[src/rtl/reset_sequencer.sv]
// Reset sequencer: releases NUM_DOMAINS resets one at a time in index order,
// holding each for HOLD_CYCLES edges and then waiting (bounded by TIMEOUT_CYCLES) for its ready.
// No backpressure; soft_reset_req restarts on the same edge, reset_async restarts immediately.
module reset_sequencer #(
  parameter int NUM_DOMAINS    = 4,
  parameter int HOLD_CYCLES    = 8,
  parameter int TIMEOUT_CYCLES = 256
) (
  input  logic                   sync_clk,
  input  logic                   reset_async,
  input  logic                   soft_reset_req,
  input  logic [NUM_DOMAINS-1:0] domain_ready,
  output logic [NUM_DOMAINS-1:0] domain_reset,
  output logic                   seq_done,
  output logic                   seq_error,
  output logic [((NUM_DOMAINS > 1) ? $clog2(NUM_DOMAINS) : 1)-1:0] err_domain
);

  localparam int IDX_W  = (NUM_DOMAINS > 1)    ? $clog2(NUM_DOMAINS)    : 1;
  localparam int HOLD_W = (HOLD_CYCLES > 1)    ? $clog2(HOLD_CYCLES)    : 1;
  localparam int TMR_W  = (TIMEOUT_CYCLES > 1) ? $clog2(TIMEOUT_CYCLES) : 1;

  localparam logic [IDX_W-1:0]  IDX_LAST  = IDX_W'(NUM_DOMAINS - 1);
  localparam logic [HOLD_W-1:0] HOLD_LAST = HOLD_W'(HOLD_CYCLES - 1);
  localparam logic [TMR_W-1:0]  TMR_LAST  = TMR_W'(TIMEOUT_CYCLES - 1);

  typedef enum logic [1:0] {
    S_HOLD  = 2'd0,
    S_WAIT  = 2'd1,
    S_DONE  = 2'd2,
    S_ERROR = 2'd3
  } state_t;

  state_t                 state_q, state_d;
  logic [IDX_W-1:0]       idx_q, idx_d;
  logic [HOLD_W-1:0]      hold_q, hold_d;
  logic [TMR_W-1:0]       timer_q, timer_d;
  logic [NUM_DOMAINS-1:0] rst_q, rst_d;
  logic                   done_q, done_d;
  logic                   error_q, error_d;
  logic [IDX_W-1:0]       err_dom_q, err_dom_d;

  // State and output registers; reset_async forces every domain back into reset at once.
  always_ff @(posedge sync_clk or posedge reset_async) begin
    if (reset_async) begin
      state_q   <= S_HOLD;
      idx_q     <= '0;
      hold_q    <= '0;
      timer_q   <= '0;
      rst_q     <= '1;
      done_q    <= 1'b0;
      error_q   <= 1'b0;
      err_dom_q <= '0;
    end else begin
      state_q   <= state_d;
      idx_q     <= idx_d;
      hold_q    <= hold_d;
      timer_q   <= timer_d;
      rst_q     <= rst_d;
      done_q    <= done_d;
      error_q   <= error_d;
      err_dom_q <= err_dom_d;
    end
  end

  // Next-state logic; a soft restart overrides whatever the current state would do this edge.
  always_comb begin
    state_d   = state_q;
    idx_d     = idx_q;
    hold_d    = hold_q;
    timer_d   = timer_q;
    rst_d     = rst_q;
    done_d    = done_q;
    error_d   = error_q;
    err_dom_d = err_dom_q;

    if (soft_reset_req) begin
      state_d   = S_HOLD;
      idx_d     = '0;
      hold_d    = '0;
      timer_d   = '0;
      rst_d     = '1;
      done_d    = 1'b0;
      error_d   = 1'b0;
      err_dom_d = '0;
    end else begin
      case (state_q)
        S_HOLD: begin
          // Release on the last hold edge; the counter is not advanced past its final value.
          if (hold_q == HOLD_LAST) begin
            rst_d[idx_q] = 1'b0;
            timer_d      = '0;
            state_d      = S_WAIT;
          end else begin
            hold_d = hold_q + HOLD_W'(1);
          end
        end
        S_WAIT: begin
          // Ready wins over an expiring timer on the same edge.
          if (domain_ready[idx_q]) begin
            if (idx_q == IDX_LAST) begin
              state_d = S_DONE;
              done_d  = 1'b1;
            end else begin
              idx_d   = idx_q + IDX_W'(1);
              hold_d  = '0;
              state_d = S_HOLD;
            end
          end else if (timer_q == TMR_LAST) begin
            state_d   = S_ERROR;
            error_d   = 1'b1;
            err_dom_d = idx_q;
            rst_d     = '1;
          end else begin
            timer_d = timer_q + TMR_W'(1);
          end
        end
        S_DONE:  state_d = S_DONE;
        S_ERROR: state_d = S_ERROR;
        default: state_d = S_HOLD;
      endcase
    end
  end

  assign domain_reset = rst_q;
  assign seq_done     = done_q;
  assign seq_error    = error_q;
  assign err_domain   = err_dom_q;

endmodule

[config.mk]
export PLATFORM = sky130hd
export DESIGN_NAME = reset_sequencer
export DESIGN_NICKNAME = d
export VERILOG_FILES = /design/src/rtl/reset_sequencer.sv
export SDC_FILE = /design/constraint.sdc
export NUM_CORES = 1
export LEC_CHECK = 0
export CAP_MARGIN = 20
export CORE_ASPECT_RATIO = 0.8
export CORE_MARGIN = 4
export CORE_UTILIZATION = 52
export CTS_BUF_LIST = sky130_fd_sc_hd__clkbuf_2 sky130_fd_sc_hd__clkbuf_4 sky130_fd_sc_hd__clkbuf_8
export CTS_CLUSTER_SIZE = 40
export DETAILED_ROUTE_END_ITERATION = 8
export GPL_TIMING_DRIVEN = 0
export PLACE_DENSITY = 0.88
export SLEW_MARGIN = 40
export SYNTH_ARGS = -nofsm -noshare
export SYNTH_HDL_FRONTEND = slang
export SYNTH_SLANG_ARGS = --single-unit
[constraint.sdc]
create_clock -name sync_clk -period 2 [get_ports sync_clk]
set_input_delay 0.2 -clock sync_clk [delete_from_list [all_inputs] [get_ports sync_clk]]
set_output_delay 0.2 -clock sync_clk [all_outputs]
set_load 0.1 [all_outputs]
**Yosys cells after proc, flatten, opt, wreduce, memory -nomap -nowiden**

Index checks and enable logic that the tools add are counted.

- Flip-flop bits (word level): 23
- Output and inout bits: 8
- Bits of input ports: 7

- Add/sub/neg operators: 3
- Bitwise operators: 2
- Multiplexer cells: 41
- Reduce and logical (&&, ||, !) cells: 14
- Eq/ne operators: 16
- Magnitude comparators: 2

Operators by type and width:

| operator | count |
|---|---|
| $mux 8 | 4 |
| $mux 2 | 13 |
| $ne 3x3->1 const B | 7 |
| $mux 4 | 4 |
| $pmux 8 s2 | 1 |
| $mux 3 | 4 |
| $reduce_and 4->1 | 3 |
| $mux 1 | 10 |
| $reduce_and 3->1 | 3 |
| $add 8x1->8 const B | 1 |
| $eq 8x8->1 const B | 1 |
| $pmux 2 s4 | 1 |
| $pmux 4 s2 | 1 |
| $reduce_bool 2->1 | 4 |
| $eq 2x2->1 const B | 3 |
| $pmux 3 s2 | 1 |
| $and 4x4->4 | 1 |
| $ne 2x2->1 const B | 2 |
| $ne 4x4->1 const B | 1 |
| $not 4->4 | 1 |
| $add 3x1->3 const B | 1 |
| $eq 3x3->1 const B | 1 |
| $lt 2x3->1 const B | 1 |
| $reduce_bool 3->1 | 1 |
| 8 further kinds | 8 |

**Longest topological paths before layout**

Gate-level depths: netlist of run 1.

- Depth in word-level cells: 9
- Gate-level depth with buffers: 6

**Worst setup path before layout of run 1**

Ideal clock, no wire load.

- Path type: register -> register
- Start: reg idx_q[0]
- End: reg timer_q[3]
- Stages on the path, launching flop included: 6
- Arrival time: 1.874 ns
- Path slack: 0.049 ns
- Cells stage by stage: dfrtp_1 -> mux4_2 -> buf_6 -> a221o_1 -> or3_1 -> a21oi_1

- Cells in the longest elaborated chain, start to end: 4

Ends and longest elaborated chain:

| what | line | RTL |
|---|---|---|
| from (decl) | 35 | `logic [IDX_W-1:0] idx_q, idx_d;` |
| from (signal assigned) | 56 | `idx_q <= idx_d;` |
| $bmux 1 s2 | 100 | `if (domain_ready[idx_q]) begin` |
| $mux 1 (not written as such) | 100 |  |
| $ne 3x3->1 (no line) | - |  |
| $reduce_and 4->1 (no line) | - |  |
| to (signal assigned) | 58 | `timer_q <= timer_d;` |
| to (decl) | 37 | `logic [TMR_W-1:0] timer_q, timer_d;` |

Every way passes these cells. The select of a mux whose other input is x is not followed.
A chain may end at the register's enable or synchronous reset.

**Final worst setup path of run 1**

Same ends and word-level chain as after synthesis.

==> results.json, run 1 <==
{
  "status": "finished clean",
  "clkSinkCount": 23,
  "hpwl_um": 1990,
  "yosysTopAreaCell": "dfrtp_1",
  "clk_pin_slew_ps": 140,
  "ant_nets": 0,
  "synth.cell_area_sq_um": 1290,
  "share_comb_of_total_power_pct": 10.0,
  "start_util_pct": 57.3,
  "netlist_instances": 134,
  "cp_max_fo": 6,
  "wl_um": 2800,
  "cts_inserted_buffers": 3,
  "port_buffers": 14,
  "r2r_slack_ps": 80,
  "async_flop_share_pct": 100,
  "setup-tns-final_ps": 0,
  "crit_end": "timer_q[3]",
  "syn2layout_area_growth_pct": 15.6,
  "holdBufCountCts": 0,
  "io_pins": 15,
  "synth_edf_count": 0,
  "drc_errors": 0,
  "path_buf_inv": 1,
  "clk_latency_ps": 320,
  "swShare_pct": 25.4,
  "fp.dieW_um": 63.7,
  "max_freq_ghz": 0.520,
  "yosysSeqAreaShare_pct": 45.0,
  "startpoint": "idx_q[0]",
  "p_clk_share_pct": 28.3,
  "drv_slew": 0,
  "cp_slowest_cell": "mux4_2",
  "die-area_sq_um": 3350,
  "row_count": 15,
  "final.period_utilization_pct": 96.2,
  "firstDrtPassIters": 4,
  "first_iter_violations": 58,
  "final_cell_mix": "18 x dfrtp_1, 12 x nand2_1, 11 x nor2_1",
  "crit_type": "reg2reg",
  "drive_gt1_share_pct": 21.9,
  "path_depth": 5,
  "crit_path_max_incr_delay_ps": 500,
  "route.detailed.wl_per_inst_um": 15.6,
  "maxSlewHeadroom_pct": 52.3,
  "switchingPower_mw": 0.198,
  "antenna_found_initial": 0,
  "cts_max_level": 1,
  "place_area_sq_um": 1420,
  "mostFrequentLayoutCell": "dfrtp_1",
  "final.min_clock_period_ps": 1920,
  "nFillCells": 178,
  "reg2reg_to": "timer_q[3]",
  "grt_max_degree": 24,
  "min-delay-path-class": "in2async",
  "routabilityCongestion": 0.798,
  "p_leak_nw": 0.628,
  "fin_ws_ps": 75.7,
  "reg2reg_from": "idx_q[0]",
  "cts_tree": "done",
  "final-setup-viol-count": 0,
  "final_nets": 170,
  "end_kind": "flop",
  "syn-num-nets": 148,
  "fin_cells": 180,
  "p_int_mw": 0.581,
  "crit_family": "multiplexers",
  "clock_path_buffers": 2,
  "synth_top_area_share_pct": 36.8,
  "rsz0062_at_grt": "no",
  "finalClockSkew_ps": 16.5,
  "grt-ovfl-total": 0,
  "finalHoldViolCount": 0,
  "die_y_um": 52.6,
  "ys_ff_latch": 23,
  "num_antenna_cells": 0,
  "grt_pass1_wl_um": 4910,
  "synthFlopType": "dfrtp_1",
  "worst_ep_required_time_ps": 2250,
  "drv_cap": 0,
  "crit_chain": "mux4_2 -> buf_6 -> a221o_1 -> or3_1 -> a21oi_2",
  "ys_types": 37,
  "core_area_sq_um": 2250,
  "grt_pass1_vias": 1155,
  "p_seq_share_pct": 61.7,
  "synth_area_leaders": "dfrtp_1 37%, dfstp_2 8.1%, ha_1 6.8%",
  "critPathLaunchType": "flop",
  "routed_via_density": 6.11,
  "fin_area_sq_um": 1490,
  "vdd_ir_drop_max_v": 0.000401,
  "vias": 1099,
  "clockRootBuffer": "clkbuf_4",
  "place_ws_ps": -214,
  "rr_worst_depth": 5,
  "tightest_slew_ps": 705,
  "yosys_warnings": 0,
  "arrival_ps": 2170,
  "dp.cells": 173,
  "powerDensity_nw_per_um2": 522,
  "grt_usage_pct": 18.7,
  "syn_area_per_cell_sq_um": 9.64
}
-- through the flow --
| step | util (%) | hold slack, ps | power [mW] |
|---|---|---|---|
| 5_1_grt | 66.3 | 259 | 0.811 |
| 6_report | 66.3 | 194 | 0.778 |
| 3_5_place_dp | 63.2 | 481 | 0.560 |
| 2_1_floorplan | - | 199 | 0.533 |
| 4_1_cts | 65.1 | 209 | 0.776 |
| 3_3_place_gp | 64.9 | 482 | 0.554 |
-- sequential cells by signal, summed over array words and instances, names as in the netlist --
| name | flops |
|---|---|
| seq_error | 1 |
| idx_q | 2 |
| err_domain | 2 |
| seq_done | 1 |
| state_q | 2 |
| domain_reset | 4 |
| timer_q | 8 |
| hold_q | 3 |
-- per-layer routing --
layer | vias to the layer above | track usage [%] | wire [um]
met5 | - | 0 | 0
met4 | 0 | 8.24 | 41
met3 | 5 | 2.79 | 138
met2 | 32 | 33.8 | 1410
met1 | 543 | 22.2 | 1210
li1 | 519 | - | -
-- area by class of cell --
cell class | count | area [sq um] | share of cell area, %
multi-input cells | 98 | 673 | 45.1
flip-flops and latches | 23 | 582 | 39.0
repair buffers | 17 | 123 | 8.21
well taps | 25 | 31.3 | 2.10
inverters | 8 | 30.0 | 2.01
plain buffers | 5 | 26.3 | 1.76
clock buffers | 3 | 22.5 | 1.51
clock inverters | 1 | 5.00 | 0.335
-- cell usage after synthesis, drive strengths merged (2+ instances only) --
| cell | number |
|---|---|
| inv | 8 |
| nor4 | 2 |
| nor3 | 8 |
| a31oi | 2 |
| nand2b | 2 |
| mux2i | 6 |
| nand3 | 5 |
| ha | 7 |
| nand2 | 12 |
| nand4 | 3 |
| and3 | 3 |
| nor4b | 2 |
| a21boi | 2 |
| nor2 | 11 |
| dfrtp | 19 |
| o21ai | 5 |
| a21oi | 10 |
| dfstp | 4 |
| or3 | 3 |
| nor3b | 2 |
| clkbuf | 4 |
-- power groups by stage --
stage	clock network, mW	logic, mW	registers [mW]
finish	0.220	0.0776	0.481
global route	0.244	0.0851	0.482
floorplan	0	0.0446	0.488
CTS	0.223	0.0730	0.480
global placement	0	0.0667	0.488
detailed placement	0	0.0709	0.489
-- worst register-to-register path, stage by stage (launching register included) --
cell and delay (ps):
dfrtp_2 400, mux4_2 500, buf_6 150, a221o_1 330, or3_1 340, a21oi_2 120
-- cells by family (layout without fill, tap and decap cells) --
logic type | after synthesis | in the layout | share of synthesized area, %
and+or+nand+nor | 56 | 56 | 23.6
AOI/OAI and AO/OA | 26 | 26 | 12.5
muxes | 7 | 7 | 6.40
buffers and inverters | 13 | 34 | 4.36
adders and majority gates | 7 | 7 | 6.78
xor gates and xnor gates | 2 | 2 | 1.36
DFF | 23 | 23 | 45.0
-- how the worst min path moves through the flow --
stage | end | slack (ps) | cells after the start
after CTS | seq_error | 210 | 2
final | state_q[1] | 190 | 2
after global placement | seq_error | 480 | 2
after detailed placement | seq_done | 480 | 2
after global routing | state_q[1] | 260 | 2
after floorplan | err_domain[0] | 200 | 1
-- what timing repair did --
action | in CTS | in global routing
gates resized for setup | 1 | 5
pin swaps | 1 | 3
setup endpoints to repair | 7 | 5
setup buffers | 2 | 1
Power figures use the tool's default switching activity.
==> run 2: changes to the inputs <==
--- a/config.mk
+++ b/config.mk
@@ -13,6 +13,7 @@
 export CTS_CLUSTER_SIZE = 40
 export DETAILED_ROUTE_END_ITERATION = 8
 export GPL_TIMING_DRIVEN = 0
+export HOLD_SLACK_MARGIN = 0.15
 export PLACE_DENSITY = 0.88
 export SLEW_MARGIN = 40
 export SYNTH_ARGS = -nofsm -noshare
==> results of run 2 <==
Same layout as run 1: the final DEF is identical, and so are final timing and power.
==> variant 1: new RTL, flow settings as in run 1 <==
The parameter `TIMEOUT_CYCLES` goes from 256 to 512.
--- a/src/rtl/reset_sequencer.sv
+++ b/src/rtl/reset_sequencer.sv
@@ -4,7 +4,7 @@
 module reset_sequencer #(
   parameter int NUM_DOMAINS    = 4,
   parameter int HOLD_CYCLES    = 8,
-  parameter int TIMEOUT_CYCLES = 256
+  parameter int TIMEOUT_CYCLES = 512
 ) (
   input  logic                   sync_clk,
   input  logic                   reset_async,
Behaviour: no difference found for any inputs over 10 cycles, from zero or initial values and one cycle with reset_async high; that may be too few to reach the edited logic, so the function may still have changed.
==> variant 1 against run 1 <==
Cell area grew 6.6%; sequential cell count is 1 higher; area after synthesis increased by 4.6%; clock skew decreased by 9.7 ps; worst setup slack worse by 73 ps; routed wire length rose by 3.6%; via count grew 3.6%; critical path type unchanged; power grew 8.8%.
==> variant 1: results (changes against run 1) <==
| Metric | Value |
|---|---|
| Postcts setup bufs | 0 (-2) |
| DR vias/cell | 5.90 (-3.3%) |
| Critical Path AT | 2210 ps (+40 ps) |
| Crit-path max FO | 8 (+2) |
| Setup Skew | 6.78 ps (-9.71 ps) |
| Max incr delay on CP | 450 ps (-50 ps) |
| Clock buffer cells | 4 (+1) |
| Max reg flops | 9 (+1) |
| Die W | 65.0 um (+2.0%) |
| Pin count of the biggest net entering global routing | 25 (+4.2%) |
| Clock sinks | 24 (+4.3%) |
| Fraction of area in registers | 0.381 (-0.00849) |
| Area Overhead vs Synth | 17.9% |
| Peak supply drop | 448 uV (+12%) |
| Setup slack, reg-to-reg | 2 ps (-70 ps) |
| DP Cell Count | 186 (+7.5%) |
| All-Layer GR Usage | 0.176 (-0.0108) |
| Final WL | 2.90 mm (+3.6%) |
| Top cells by area, synth | dfrtp_1 (37%), dfstp_2 (7.8%), ha_1 (7.4%) |
| Inverters | 6 (-2) |
| Top post-synthesis cells by count | dfrtp_1 (20), nor2_1 (14), nor3_1 (11) |
| FF-to-FF path depth | 8 (+3) |
| Multi-input logic area | 737 um2 (+9.5%) |
| Seq/Total Area, Yosys | 0.449 (-0.00105) |
| RD Place Congestion | 0.912 (+14%) |
| Status | complete, no violations |
| Average cell area after synthesis | 9.93 um2 (+3.0%) |
| Multi-In Gates | 101 (+3.1%) |
## variant 1: through the flow
| step | setup slack (ps) | TNS, ps |
|---|---|---|
| CTS | 4.68 | 0 |
| global placement | -105 | -419 |
| finish | 2.42 | 0 |
| floorplan | 49.8 | 0 |
| global route | -51.8 | -191 |
| detailed placement | -207 | -1010 |
## variant 1: report_power, final
part | total [mW] | internal [mW] | leakage [nW] | switching (mW)
clock | 0.252 | 0.111 | 0.0210 | 0.141
sequential | 0.503 | 0.495 | 0.317 | 0.00723
combinational | 0.0925 | 0.0312 | 0.344 | 0.0613
total | 0.847 | 0.638 | 0.682 | 0.209
## variant 1: worst max-delay path by stage
stage	from	endpoint	slack (ps)	cells past startpoint
floorplan	timer_q[0]$_DFFE_PP0P_	timer_q[4]$_DFFE_PP0P_	50	8
global route	timer_q[0]$_DFFE_PP0P_	timer_q[4]$_DFFE_PP0P_	-50	8
finish	timer_q[0]$_DFFE_PP0P_	timer_q[4]$_DFFE_PP0P_	2	8
CTS	timer_q[0]$_DFFE_PP0P_	timer_q[4]$_DFFE_PP0P_	5	8
global placement	timer_q[0]$_DFFE_PP0P_	timer_q[0]$_DFFE_PP0P_	-100	8
detailed placement	timer_q[0]$_DFFE_PP0P_	timer_q[0]$_DFFE_PP0P_	-210	8
## variant 1: routing by layer
metal / GRT usage / share of wire
met1: 0.229 / 0.44
met5: 0 / 0
met3: 0.0480 / 0.048
met2: 0.294 / 0.50
met4: 0.0456 / 0.0065
## variant 1: cells by family after synthesis
family	synth area share
buffers and inverters	0.0324
AO/OA/AOI/OAI	0.185
flip-flops	0.449
multiplexers	0.0704
adder cells (fa/ha/maj)	0.0741
AND/OR/NAND/NOR	0.189
==> variant 2: new RTL, flow settings as in run 1 <==
Without the edit above. Put one more register stage on the output `err_domain`, without a reset. The value now appears one clock later. The other outputs are not delayed to match.
--- a/src/rtl/reset_sequencer.sv
+++ b/src/rtl/reset_sequencer.sv
@@ -125,7 +125,9 @@
   assign domain_reset = rst_q;
   assign seq_done     = done_q;
   assign seq_error    = error_q;
-  assign err_domain   = err_dom_q;
+  always_ff @(posedge sync_clk) begin
+    err_domain <= err_dom_q;
+  end
 
 endmodule
 
Behaviour: same outputs for any inputs over 10 cycles, from zero or initial values and one cycle with reset_async high; that may be too few to reach the edited logic, so the function may still have changed.
==> variant 2 against run 1 <==
Critical path depth did not move; synthesized cell count up 3.7%; worst setup slack better by 33 ps; routed wire length increased by 9.2%; maximum frequency rose by 1.7%; power is 8.2% higher; combinational power increased by 8.2%; cell area increased by 6.7%; clock power up 8%; sequential cell count rose by 2; area after synthesis is 9.2% higher; global-route usage is 1.3 points higher; critical path type unchanged.
==> variant 2: results (changes against run 1) <==
| Metric | Value |
|---|---|
| Leakage power | 0.701 nW (+12%) |
| Reg power frac | 0.618 (about the same) |
| DPL Wire Length | 2.30 mm (+15%) |
| Post-synthesis net count | 153 (+3.4%) |
| Postcts setup bufs | 0 (-2) |
| Setup Skew | 3.00 ps (-13.5 ps) |
| Reg2reg end | timer_q[5]$_DFFE_PP0P_ |
| Peak supply drop | 366 uV (-8.9%) |
| Yosys cell types | 44 (+19%) |
| Comb group | 84.0 uW (+8.2%) |
| Status | complete, no violations |
| Slew @ Worst Pin | 736 ps (+30.8 ps) |
| M1 wire length | 1.31 mm (+8.1%) |
| DP Cell Count | 189 (+9.2%) |
| Layout Nets | 172 (+1.2%) |
| Seq/Total Area, Yosys | 0.440 (-0.00951) |
| Switch Pwr | 199 uW (+0.71%) |
| Area after DPL | 1560 um2 (+9.3%) |
| Mux contribution to synthesized area | 0.0515 (-0.0125) |
| Setup slack, reg-to-reg | 110 ps (+30 ps) |
| Post-synthesis compound-gate area fraction | 0.176 (+0.0507) |
| Ratio of cells with drive above 1 in the final layout | 0.191 (-0.0283) |
| Xor/xnor share of the synthesized area | 0.0124 (-0.00114) |
| RD Place Congestion | 0.869 (+8.8%) |
| WL met3 | 200 um (+45%) |
| All-Layer GR Usage | 0.200 (+0.0134) |
| Top post-synthesis cells by count | dfrtp_1 (19), nand2_1 (15), nor2_1 (9) |
| DR vias/cell | 6.03 (-1.3%) |
| GR Util met2 | 0.318 (-0.0200) |
| Met2 wire length | 1.47 mm (+4.1%) |
| Crit-path max FO | 10 (+4) |
| Async SR Flop Fraction | 0.920 (-0.0800) |
| Critical Path AT | 2110 ps (-60 ps) |
| Grt met1 use | 0.247 (+0.0250) |
| Average cell area after synthesis | 10.1 um2 (+5.3%) |
| Top cells by area, synth | dfrtp_1 (34%), dfstp_2 (7.5%), ha_1 (6.2%) |
| Post-DR wirelength/cell | 15.8 um (+1.8%) |
| First-pass GRT wire length | 5.32 mm (+8.3%) |
| Switching Share | 0.236 (-0.0175) |
| Max incr delay on CP | 550 ps (+50 ps) |
| Met3 Use GR | 0.0595 (+0.0317) |
## variant 2: cell count changes after synthesis, sizes merged, moves of 3 or more
cell     before  now
nor3          8    3
o211ai        0    3
o21ai         5    8
a2bb2oi       0    4
nand2        12   15
## variant 2: layout make-up
type                       count  area (um2)  area share
sequential                    25         621       0.390
timing repair buffer          14         100      0.0628
clock buffer                   4        30.0      0.0189
inverter                       8        30.0      0.0189
multi-input combinational    100         711       0.446
tap                           36        45.0      0.0283
buffer                         6        56.3      0.0353
## variant 2: stage by stage
step | hold WS (ps) | utilization | setup TNS [ps] | worst slack [ps]
after global routing | 219 | 0.631 | 0 | 7.59
after global placement | 361 | 0.632 | -40.1 | -40.1
after detailed placement | 364 | 0.617 | -56.9 | -47.2
after floorplan | 199 | - | 0 | 268
after CTS | 199 | 0.630 | 0 | 104
final | 194 | 0.631 | 0 | 108
## variant 2: logic make-up after synthesis
family          count (synthesis)
flops                          25
xor+xnor                        2
buf+inv                        14
simple gates                   52
fa+ha+maj                       7
mux                             6
compound gates                 33
